$ cat src/rtl/press_count_pkg.sv
// Shared constants and helpers for the press counter controller.
// Button index map, debounce counter width and the fixed-priority pick.
package press_count_pkg;

  localparam int NUM_BTN  = 3;
  localparam int IDX_UP   = 0;
  localparam int IDX_DOWN = 1;
  localparam int IDX_CLR  = 2;
  localparam int SC_W     = 8;

  // One-hot pick of the highest-priority pending request: clr > up > down.
  function automatic logic [NUM_BTN-1:0] grant_pick(input logic [NUM_BTN-1:0] p);
    logic [NUM_BTN-1:0] g;
    g = '0;
    if (p[IDX_CLR])       g[IDX_CLR]  = 1'b1;
    else if (p[IDX_UP])   g[IDX_UP]   = 1'b1;
    else if (p[IDX_DOWN]) g[IDX_DOWN] = 1'b1;
    return g;
  endfunction

endpackage

$ cat src/rtl/press_count_ctrl_if.sv
// Button/count bundle for press_count_ctrl.
// The master side drives the raw buttons; the slave side is the controller.
// Defining PRESS_COUNT_SATURATE_EN adds the sat pulse output.
interface press_count_ctrl_if #(
  parameter int WIDTH = 4
);
  import press_count_pkg::*;

  logic                btn_up;
  logic                btn_down;
  logic                btn_clr;
  logic [WIDTH-1:0]    count;
  logic [NUM_BTN-1:0]  pend;
  logic [NUM_BTN-1:0]  grant;
  logic [NUM_BTN-1:0]  db_level;
`ifdef PRESS_COUNT_SATURATE_EN
  logic                sat;

  modport master (
    output btn_up, btn_down, btn_clr,
    input  count, pend, grant, db_level, sat
  );
  modport slave (
    input  btn_up, btn_down, btn_clr,
    output count, pend, grant, db_level, sat
  );
`else
  modport master (
    output btn_up, btn_down, btn_clr,
    input  count, pend, grant, db_level
  );
  modport slave (
    input  btn_up, btn_down, btn_clr,
    output count, pend, grant, db_level
  );
`endif

endinterface

$ cat src/rtl/press_count_ctrl_btn_debounce.sv
// Per-button synchroniser, stability counter and debounced level.
// level flips only after DB_CYCLES consecutive synchronised samples differ
// from it; rise flags the edge on which level goes 0->1.
module btn_debounce
  import press_count_pkg::*;
#(
  parameter int DB_CYCLES = 4
) (
  input  logic clk,
  input  logic rst,
  input  logic btn,
  output logic level,
  output logic rise
);

  localparam logic [SC_W-1:0] SC_LAST = SC_W'(DB_CYCLES - 1);

  logic            sync1;
  logic            sync2;
  logic [SC_W-1:0] sc;
  logic            accept;

  // The differing sample has been stable long enough: level takes it this edge.
  assign accept = (sync2 != level) && (sc == SC_LAST);
  assign rise   = accept && sync2;

  // Two-flop synchroniser followed by the stability counter and level register.
  always_ff @(posedge clk) begin
    if (rst) begin
      sync1 <= 1'b0;
      sync2 <= 1'b0;
      sc    <= '0;
      level <= 1'b0;
    end else begin
      sync1 <= btn;
      sync2 <= sync1;
      if (sync2 == level) begin
        sc <= '0;
      end else if (accept) begin
        level <= sync2;
        sc    <= '0;
      end else begin
        sc <= sc + 1'b1;
      end
    end
  end

endmodule

$ cat src/rtl/press_count_ctrl.sv
// Debounce-and-arbitration controller for the shared press counter.
// Each debounced rising edge becomes a pending request; a fixed-priority
// arbiter (clr > up > down) applies at most one request per cycle.
// Request semantics: a pend bit is the request, it is consumed on the edge
// its grant is registered, and a new edge landing on that same edge keeps
// it set so the fresh request is served later.
// Optional macro PRESS_COUNT_SATURATE_EN: saturating up/down with a sat pulse.
module press_count_ctrl
  import press_count_pkg::*;
#(
  parameter int WIDTH     = 4,
  parameter int DB_CYCLES = 4
) (
  input  logic              clk,
  input  logic              rst,
  press_count_ctrl_if.slave bus
);

  logic [NUM_BTN-1:0] btn_raw;
  logic [NUM_BTN-1:0] db_level;
  logic [NUM_BTN-1:0] rise_db;
  logic [NUM_BTN-1:0] rise;
  logic [NUM_BTN-1:0] pend_q;
  logic [NUM_BTN-1:0] pend_d;
  logic [NUM_BTN-1:0] grant_q;
  logic [NUM_BTN-1:0] grant_d;
  logic [WIDTH-1:0]   count_q;
  logic [WIDTH-1:0]   count_d;
`ifdef PRESS_COUNT_SATURATE_EN
  logic               sat_q;
  logic               sat_d;
`endif

  assign btn_raw[IDX_UP]   = bus.btn_up;
  assign btn_raw[IDX_DOWN] = bus.btn_down;
  assign btn_raw[IDX_CLR]  = bus.btn_clr;

  for (genvar i = 0; i < NUM_BTN; i++) begin : g_db
    btn_debounce #(.DB_CYCLES(DB_CYCLES)) u_db (
      .clk   (clk),
      .rst   (rst),
      .btn   (btn_raw[i]),
      .level (db_level[i]),
      .rise  (rise_db[i])
    );
  end

  // Combined edge pulses feeding the request flags.
  assign rise = rise_db;

  // Pick one request, compute the new count and the surviving request flags.
  always_comb begin
    grant_d = grant_pick(pend_q);
    count_d = count_q;
`ifdef PRESS_COUNT_SATURATE_EN
    sat_d   = 1'b0;
`endif
    if (grant_d[IDX_CLR]) begin
      count_d = '0;
    end else if (grant_d[IDX_UP]) begin
`ifdef PRESS_COUNT_SATURATE_EN
      if (&count_q) sat_d   = 1'b1;
      else          count_d = count_q + WIDTH'(1);
`else
      count_d = count_q + WIDTH'(1);
`endif
    end else if (grant_d[IDX_DOWN]) begin
`ifdef PRESS_COUNT_SATURATE_EN
      if (count_q == '0) sat_d   = 1'b1;
      else               count_d = count_q - WIDTH'(1);
`else
      count_d = count_q - WIDTH'(1);
`endif
    end
    // A rising edge on the same edge as its grant wins, so the request survives.
    pend_d = (pend_q & ~grant_d) | rise;
  end

  // Registered grant, count and request flags; reset drops everything in flight.
  always_ff @(posedge clk) begin
    if (rst) begin
      pend_q  <= '0;
      grant_q <= '0;
      count_q <= '0;
`ifdef PRESS_COUNT_SATURATE_EN
      sat_q   <= 1'b0;
`endif
    end else begin
      pend_q  <= pend_d;
      grant_q <= grant_d;
      count_q <= count_d;
`ifdef PRESS_COUNT_SATURATE_EN
      sat_q   <= sat_d;
`endif
    end
  end

  assign bus.count    = count_q;
  assign bus.pend     = pend_q;
  assign bus.grant    = grant_q;
  assign bus.db_level = db_level;
`ifdef PRESS_COUNT_SATURATE_EN
  assign bus.sat      = sat_q;
`endif

endmodule

$ cat src/flat_wrapper.sv
// flat-port wrapper written by rule: the top's interface ports become plain ports
module press_count_ctrl_flat import press_count_pkg::*;
#(
  parameter int WIDTH     = 4,
  parameter int DB_CYCLES = 4
)
  (clk, rst, bus_btn_up, bus_btn_down, bus_btn_clr, bus_count, bus_pend, bus_grant, bus_db_level);
  press_count_ctrl_if #(.WIDTH(WIDTH)) bus_i ();
  input  logic clk;
  input  logic rst;
  input wire logic [$bits(bus_i.btn_up)-1:0] bus_btn_up;
  input wire logic [$bits(bus_i.btn_down)-1:0] bus_btn_down;
  input wire logic [$bits(bus_i.btn_clr)-1:0] bus_btn_clr;
  output wire logic [$bits(bus_i.count)-1:0] bus_count;
  output wire logic [$bits(bus_i.pend)-1:0] bus_pend;
  output wire logic [$bits(bus_i.grant)-1:0] bus_grant;
  output wire logic [$bits(bus_i.db_level)-1:0] bus_db_level;
  assign bus_i.btn_up = bus_btn_up;
  assign bus_i.btn_down = bus_btn_down;
  assign bus_i.btn_clr = bus_btn_clr;
  assign bus_count = bus_i.count;
  assign bus_pend = bus_i.pend;
  assign bus_grant = bus_i.grant;
  assign bus_db_level = bus_i.db_level;
  press_count_ctrl #(.WIDTH(WIDTH), .DB_CYCLES(DB_CYCLES)) u_core (.clk(clk), .rst(rst), .bus(bus_i));
endmodule
$ cat config.mk
export PLATFORM = sky130hd
export DESIGN_NAME = press_count_ctrl_flat
export DESIGN_NICKNAME = d
export VERILOG_FILES = /design/src/rtl/press_count_pkg.sv /design/src/rtl/press_count_ctrl_if.sv /design/src/rtl/press_count_ctrl_btn_debounce.sv /design/src/rtl/press_count_ctrl.sv /design/src/flat_wrapper.sv
export SDC_FILE = /design/constraint.sdc
export NUM_CORES = 1
export LEC_CHECK = 0
export ABC_AREA = 1
export BUFFER_PORTS_ARGS = -buffer_cell sky130_fd_sc_hd__buf_2
export CORE_MARGIN = 5
export CORE_UTILIZATION = 55
export CTS_CLUSTER_DIAMETER = 150
export DETAILED_ROUTE_END_ITERATION = 7
export PLACE_DENSITY = 0.81
export SYNTH_ARGS = -nofsm -noshare
export SYNTH_HDL_FRONTEND = slang
export SYNTH_SLANG_ARGS = --single-unit
$ cat constraint.sdc
create_clock -name clk -period 3.29 [get_ports clk]
set_input_delay 0.658 -clock clk [delete_from_list [all_inputs] [get_ports clk]]
set_output_delay 0.658 -clock clk [all_outputs]
set_load 0.01 [all_outputs]
# Yosys cells after proc, flatten, opt, wreduce, memory -nomap -nowiden
# Index checks and enable logic that the tools add are counted.
# word_totals
wordCells	56
out_inout_bits	13
reg_bits	43
in_bits	5
# op_classes
eq_ne	9
reduce_logical	14
addsub	5
n_bitwise	6
n_mux	7
# op_table
cell	n
8-bit by 1-bit adder with 8-bit output, second input constant	3
8-bit by 2-bit equality test with 1-bit output, second input constant	3
3-bit OR reduction	3
4-bit 2-to-1 mux	2
1-bit logical AND	6
2-bit AND reduction	3
4-bit by 1-bit adder with 4-bit output, second input constant	1
1-bit 2-to-1 mux	4
4-bit by 1-bit subtractor with 4-bit output, second input constant	1
3-bit AND	1
1-bit equality test	3
1-bit != test	3
1-bit NOT	3
3-bit NOT	1
3-bit bitwise OR	1
2-bit 2-to-1 mux	1
2-bit nonzero test	1
2-bit OR reduction	1

# Depth between registers and ports, before layout
# Gate-level depths: netlist of the first run.
# depth
word_depth	6
ltp_mapped	9
depth_no_buf	9

# Cells and area by module
# From an unflattened synthesis of the first run, not the netlist that was laid out.
# hier_totals
hier_cells	272
area_unflattened_um2	1999.4
# by_module_without_submodules
mod	cells_each	n_inst	area_each_um2	seq_area_each_um2
btn_debounce	73	3	516.7	220.2
press_count_ctrl	53	1	449.2	200.2

# Least setup slack after synthesis of the first run
# OpenSTA, ideal clock, no wires.
# synth_path
path_kind	flip-flop to flip-flop
start	reg u_core.pend_q[0], in the netlist u_core.bus.pend[0]
end	reg u_core.count_q[3], in the netlist u_core.bus.count[3]
path_slack_ns	1.876
required_ns	3.175
path_buffers	0
arrival_time_ns	1.299
stages_incl_launch_ff	7
setup_ns	0.115
period_less_slack_ns	1.414
path_cell_list	dfxtp_1 > nand2_1 > ha_1 > a21oi_1 > nand3_1 > a21oi_1 > nor2_1
# synth_between
elab_chain_len	3
elab_cells_between_ends	5
classes_between	4 x mux; 1 x reduce/logical
# synth_lines
element	line_no	source
start: declaration	press_count_ctrl.sv:23	logic [NUM_BTN-1:0] pend_q;
start signal: assignment	press_count_ctrl.sv:89	pend_q <= pend_d;
1-bit 2-to-1 mux	press_count_pkg.sv:16	else if (p[IDX_UP]) g[IDX_UP] = 1'b1;
2-bit 2-to-1 mux (*)	press_count_pkg.sv:15	if (p[IDX_CLR]) g[IDX_CLR] = 1'b1;
4-bit 2-to-1 mux / 2-bit nonzero test (equally long branches)	n/a	
end signal: assignment	press_count_ctrl.sv:91	count_q <= count_d;
end: declaration	press_count_ctrl.sv:27	logic [WIDTH-1:0] count_q;
# Every way passes the cells marked *; elsewhere a longest branch is shown, timed or not.
# A chain may end at the register's enable or synchronous reset.

# Worst setup path after layout of the first run
# layout_path
start	reg u_core.count_q[0], in the netlist u_core.bus.count[0]
end	out bus_count[0]
# layout_lines
element	line_no	source
end: declaration	flat_wrapper.sv:14	output wire logic [$bits(bus_i.count)-1:0] bus_count;
# No word-level cell between the ends.

==> metrics.csv, run 1 <==
metric,value,unit
final RePlAce weighted congestion,0.784,
switching part of the total,22.7,%
clk_skew,0.0108,ns
Mapped Cells,252,
"area leader, netlist",dfxtp_1,
xor-xnor portion of the synthesized cell area,7.27,%
Worst VDD drop,302,uV
Max-cap violations,0,
Die ar.,0.00475,mm2
postcts setup bufs,0,
critical hold path startpoint,u_core.g_db[2].u_db.sync1,
"Hold Vio Cnt, Final",0,
Synth cell types,26,
Initial DRC Count,64,
global route overflow,0,
pre-CTS setup slack,1.76,ns
I/O Pins,18,
syn nets,263,
synthesized flop and latch total,43,
clock power share,31.3,%
P_sw,180,uW
r2r startpoint,u_core.bus.pend[2],
Critical Path RT,2.63,ns
# DRC,0,
"Reg clk slew, reported paths",0.13,ns
clk_lat worst skew,0.35,ns
"Hold-fix buffers, CTS",0,
largest net degree at the start of global routing,15,
ANT nets after route,0,
critical path class,register to output port,
Synth Area in Adders,4.33,%
mean area per synthesized cell,7.58,um2
r2r setup slk,1.72,ns
Via Count,1466,
Yosys top cell area share,45.1,%
Final Net Count,282,
sequential power share,66.5,%
first-pass GRT wire length,5.11,mm
HPWL after DPL,2.25,mm
R2R Path End,u_core.bus.count[3],
Pint,613,uW
core area,0.00334,mm2
per-cell routed wire length,9.48,um
reg2reg path depth,7,
worst hold path class,register to register,
Buf/Inv on CP,1,
IO buf count,17,
Period minus WS final,1.64,ns
hold depth,2,
slew margin rel.,75.0,%
largest family of logic cells by synthesized area,simple AND/OR/NAND/NOR gates,
Die Y,68.9,um
RSZ-0062 raised after global routing,no,
fmax,609,MHz
CTS tree,done,
final setup violation count,0,
Rows,21,
initial antenna violation count,0,
crit share post-route,49.9,%
GR Util All Layers,14.5,%
via count of the first global-routing pass,1283,
critical path peak fanout,6,
Synth Area in Compound Gates,3.28,%
Vias/cell,4.61,
post-synthesis sequential area ratio,45.1,%
Startpoint Class,register,
Sink Count,43,
multiplexer area fraction after synthesis,0,%
crit path cell chain,buf_2,
status,finished clean,
H-Tree Depth,2,
number of buffers on the longest clock path,2,
number of gates resized after CTS,0,
ant diodes,0,
final hold slack,0.409,ns
crit path capture type,output port,
Layout area overhead,8.52,%
Synth Area in Simple Gates,30.2,%
"Largest delay share family, worst path",flip-flops,
YS warnings,0,
Static Leakage,0.899,nW
share of cells above drive strength 1,13.2,%
Filler cells,319,
CP peak stage delay,0.46,ns
Logic pwr share,2.2,%
WHS Endpoint,u_core.g_db[2].u_db.sync2,
Crit-path slowest cell,dfxtp_1,
detailed-route wire length,3.02,mm
Worst Tran Pin Value,0.371,ns
setup TNS,0,ns
final slew viol count,0,
Initial DRT Pass Iterations,4,
Starting Density,57.2,%
TritonCTS Buffers,5,
post-route worst setup slack,1.65,ns
pwr/cell area,383,mW/mm2
"commonest cells after routing, fill and taps aside","nor2_1 (52), nand2_1 (43), dfxtp_1 (43)",
Synth area leaders,"dfxtp_1 (45%), nor2_1 (10%), nand2_1 (8.5%)",
cell area after synthesis,0.00191,mm2
crit path DAT,0.99,ns
"commonest non-fill, non-tap cell in the layout",nor2_1,
Root Buffer,clkbuf_4,
Die W,68.9,um
-- per-stage QoR --
stage	total power [mW]	utilization, %	std cells	instance area (um2)
6_report	0.793	62.1	318	2070
5_1_grt	0.828	62.1	318	2070
4_1_cts	0.801	62.1	318	2070
3_5_place_dp	0.557	60.5	310	2020
3_3_place_gp	0.556	60.5	310	2020
2_1_floorplan	0.551	-	252	1910
-- registers in the layout, summed over array words and instances, names as in the netlist --
name / cells
u_core.bus.pend: 3
u_core.g_db.u_db.sync2: 3
u_core.g_db.u_db.sync1: 3
u_core.g_db.u_db.sc: 24
u_core.g_db.u_db.level: 3
u_core.bus.count: 4
u_core.bus.grant: 3
-- tightest hold or removal path: stages, from the launching register on --
cell and delay [ns]:
dfxtp_1 0.31, inv_1 0.04, nor2_1 0.03
-- Yosys cell counts --
master,instances
nand4_1,6
nor3_1,1
nor2_2,1
xnor2_1,6
nor3_2,1
xor2_2,1
inv_1,39
fa_1,1
nand2_1,43
o21ai_0,4
or2_2,1
nand3_2,4
nand2_2,1
ha_1,5
nand3b_1,1
dfxtp_1,43
inv_2,2
xor2_1,8
nor2_4,1
a21oi_1,5
nor2_1,52
clkbuf_1,1
a21boi_1,1
buf_4,4
o21ai_1,2
nand3_1,18
-- worst max-delay path by stage --
stage	depth (start not counted)	slack, ns	start	to
floorplan	6	1.88	u_core.bus.pend[0]	u_core.bus.count[3]
global placement	4	1.81	rst	u_core.g_db[0].u_db.sc[7]
detailed placement	7	1.76	u_core.bus.pend[2]	u_core.bus.count[3]
CTS	1	1.64	u_core.bus.count[0]	bus_count[0]
global route	1	1.55	u_core.bus.count[0]	bus_count[0]
finish	1	1.65	u_core.bus.count[0]	bus_count[0]
-- power groups by stage --
stage	registers (mW)	clock network (mW)	logic [mW]
detailed placement	0.539	0	0.0175
global placement	0.539	0	0.0170
floorplan	0.539	0	0.0122
global route	0.529	0.279	0.0204
finish	0.528	0.249	0.0173
CTS	0.528	0.256	0.0176
-- layer usage --
layer | up-vias | GRT usage, % | routed length, um
met1 | 631 | 17.5 | 1480
met3 | 7 | 5.51 | 159
met4 | 0 | 6.81 | 49
li1 | 808 | - | -
met5 | - | 0 | 0
met2 | 20 | 22.6 | 1330
-- layout make-up --
type,count,area [um2],area share [%]
clock inverter,2,12.5,0.604
clock buffer,6,41.3,1.99
multi-input combinational,163,861,41.5
tap,46,57.6,2.78
inverter,41,154,7.43
timing repair buffer,17,85.1,4.11
sequential,43,861,41.5
-- cell families after synthesis --
kind of cell | after synthesis
AO/OA/AOI/OAI | 12
XOR/XNOR | 15
adder cells (fa/ha/maj) | 6
flip-flops | 43
AND/OR/NAND/NOR | 130
buffers and inverters | 46
No activity file was read; power rests on OpenSTA's default activity.
==> run 2, diff against run 1 <==
Settings changed: ABC_AREA 1 to 0, CORE_UTILIZATION 55 to 51, PLACE_DENSITY 0.81 to 0.79.
Clock period 3.29 ns to 1.3 ns, I/O delays scaled along.
==> run 2 against run 1 <==
  * The run now ends with setup timing left
  * Via count rose by 1.0%
  * Largest power group unchanged
  * Cell count fell by 11%
  * Die area rose by 0.73%
  * Register-to-register slack got worse by 2.1 ns
  * Utilization rose by 6.9 points
==> metrics.csv, run 2 <==
metric,value,unit,change
Via Count,1481,,+1.0%
failing checks,setup timing,,
clk_lat worst skew,0.35,ns,about the same
Largest Register,u_core.g_db.u_db.sc,,
cell area after synthesis,0.00179,mm2,-6.5%
post-route worst setup slack,-0.332,ns,-1.98 ns
Max-cap violations,0,,unchanged
Initial DRT Pass Iterations,4,,unchanged
Mapped Cells,192,,-24%
Post-synth EDFFs,0,,unchanged
Buf/Inv on CP,0,,-1
"Largest delay share family, worst path",simple AND/OR/NAND/NOR gates,,
largest net degree at the start of global routing,13,,-2
worst hold path class,input pin to register,,
slew margin rel.,77.1,%,+2.1 points
Synth cell types,34,,+31%
top-count cell post-synth,dfxtp_1,,
crit path cell chain,"or4_4, or4_4, and4_1",,
async set-or-reset flop fraction in the synthesized netlist,0,%,unchanged
GR Util All Layers,15.4,%,+0.92 points
Startpoint Class,register,,
number of buffers on the longest clock path,2,,unchanged
first-pass GRT wire length,6.13,mm,+20%
global route overflow,0,,unchanged
Logic pwr share,2.7,%,+0.5 points
"commonest cells after routing, fill and taps aside","dfxtp_1 (30), buf_4 (27), buf_2 (17)",,
Worst Tran Pin Value,0.341,ns,-0.0309 ns
dpl cell area,0.00215,mm2,+6.8%
clk_skew,0.00328,ns,-0.00749 ns
switching part of the total,21.6,%,-1.1 points
Synth area leaders,"dfxtp_1 (48%), xor2_1 (4.9%), nand3_1 (4.2%)",,
Die Y,69.2,um,+0.36%
CP peak stage delay,0.53,ns,+0.07 ns
ant diodes,0,,unchanged
Multi-input gate area,986,um2,+15%
Initial DRC Count,42,,-34%
via count of the first global-routing pass,1430,,+11%
IO buf count,17,,unchanged
Crit-path slowest cell,or4_4,,
clock power share,30.4,%,-0.9 points
syn nets,203,,-23%
Yosys top cell area share,48.2,%,+3.1 points
Final Net Count,248,,-12%
pwr/cell area,860,mW/mm2,+120%
Pint,1.56,mW,+150%
H-Tree Depth,2,,unchanged
RSZ-0062 raised after global routing,yes,,
pre-CTS setup slack,-0.424,ns,-2.18 ns
Period minus WS final,1.63,ns,
per-cell routed wire length,12.0,um,+27%
YS warnings,0,,unchanged
final slew viol count,0,,unchanged
Critical Path RT,1.55,ns,-1.08 ns
"Hold Vio Cnt, Final",0,,unchanged
TritonCTS Buffers,5,,unchanged
crit path DAT,1.88,ns,+0.89 ns
max reg flops,24,,unchanged
setup TNS,-2.29,ns,-2.29 ns
"top cells by count, synth","dfxtp_1 (43), nand3_1 (15), nor2_1 (14), a21oi_1 (13), o21ai_0 (11)",,
Worst VDD drop,593,uV,+96%
mean area per synthesized cell,9.30,um2,+23%
# DRC,0,,unchanged
critical path peak fanout,5,,-1
final RePlAce weighted congestion,0.788,,+0.60%
Starting Density,53.1,%,-4.1 points
Die W,69.2,um,+0.36%
initial antenna violation count,0,,unchanged
crit share post-route,126,%,
I/O Pins,18,,unchanged
Sink Count,43,,unchanged
fmax,613,MHz,
Static Leakage,0.896,nW,-0.40%
Root Buffer,clkbuf_4,,
synthesized flop and latch total,43,,unchanged
Vias/cell,5.21,,+13%
"Reg clk slew, reported paths",0.11,ns,-0.02 ns
"area leader, netlist",dfxtp_1,,
Total Power,1.99,mW,+150%
critical path class,register to register,,
post-synthesis sequential area ratio,48.2,%,+3.1 points
Filler cells,277,,-13%
register area,877,um2,+1.9%
share of cells above drive strength 1,37.8,%,+25 points
P_sw,430,uW,+140%
"commonest non-fill, non-tap cell in the layout",dfxtp_1,,
status,"complete, but fails checks",,
Main synth FF type,dfxtp_1,,
core area,0.00336,mm2,+0.79%
sequential power share,66.9,%,+0.4 points
CTS tree,done,,
Layout area overhead,29.9,%,
Rows,21,,unchanged
HPWL after DPL,2.44,mm,+8.6%
final setup violation count,15,,+15
detailed-route wire length,3.42,mm,+13%
ANT nets after route,0,,unchanged
design area,0.00232,mm2,+12%
crit path capture type,register,,
Die ar.,0.00478,mm2,+0.73%
most frequent CP cell,or4_4,,
-- run 2: cell types whose count changed after synthesis, sizes merged, moves of 4 or more --
cell   change
a21oi      +8
or3        +9
o21ai      +5
nand3      -7
nor3       +4
nor4b      +4
nor2b      +7
nand2     -34
nor2      -40
inv       -33
-- run 2: final timing paths --
kind / start / slack, ns / end / cells past startpoint
worst max-delay path: u_core.g_db[2].u_db.sc[7] / -0.33 / u_core.g_db[2].u_db.sc[1] / 3
worst min-delay path: bus_btn_up / 0.11 / u_core.g_db[0].u_db.sync1 / 2
worst max register to register: u_core.g_db[2].u_db.sc[7] / -0.33 / u_core.g_db[2].u_db.sc[1] / 3
worst min register to register: u_core.g_db[0].u_db.sync1 / 0.46 / u_core.g_db[0].u_db.sync2 / 1
-- run 2: kinds of logic (layout without fill, tap and decap cells) --
group,after synthesis,after routing,share of synthesized area (%)
xor+xnor,13,13,6.38
mux,3,3,1.68
buf+inv,16,62,4.27
flops,43,43,48.2
fa+ha+maj,6,6,4.63
compound gates,32,32,10.6
simple gates,79,79,24.2
-- run 2: worst reg2reg max path: cells and delay by family, from the launching register on --
kind / cells / cell delay (ns)
simple gates: 3 / 1.21
flops: 1 / 0.34
-- run 2: final cells by class --
class	instances	area share [%]
clock buffer	7	1.94
tap	46	2.48
sequential	43	37.8
clock inverter	1	0.216
inverter	8	1.29
multi-input combinational	133	42.5
timing repair buffer	46	13.8
-- run 2: what timing repair did --
action	in CTS	in global routing
endpoints found under the setup margin	15	30
gates resized for setup	11	16
hold buffers	0	0
buffers inserted	1	1
pin swaps	2	4
-- run 2: through the flow --
step / util, % / hold WS, ns / instances
6_report: 69.0 / 0.112 / 284
5_1_grt: 69.0 / 0.0832 / 284
3_5_place_dp: 64.1 / 0.449 / 274
2_1_floorplan: - / 0.388 / 192
4_1_cts: 66.8 / 0.0957 / 283
3_3_place_gp: 64.1 / 0.418 / 274
-- run 2: layer usage --
metal	GRT usage (%)	part of all wire, %
met1	18.9	48
met2	24.9	47
met3	5.22	4.1
met4	5.86	1.1
met5	0	0
-- run 2: power groups by stage --
stage	sequential, mW	clock [mW]	combinational (mW)
after CTS	1.33	0.637	0.0517
after global routing	1.34	0.709	0.0619
final	1.33	0.605	0.0547
after detailed placement	1.36	0	0.0507
after floorplan	1.36	0	0.0278
after global placement	1.36	0	0.0494
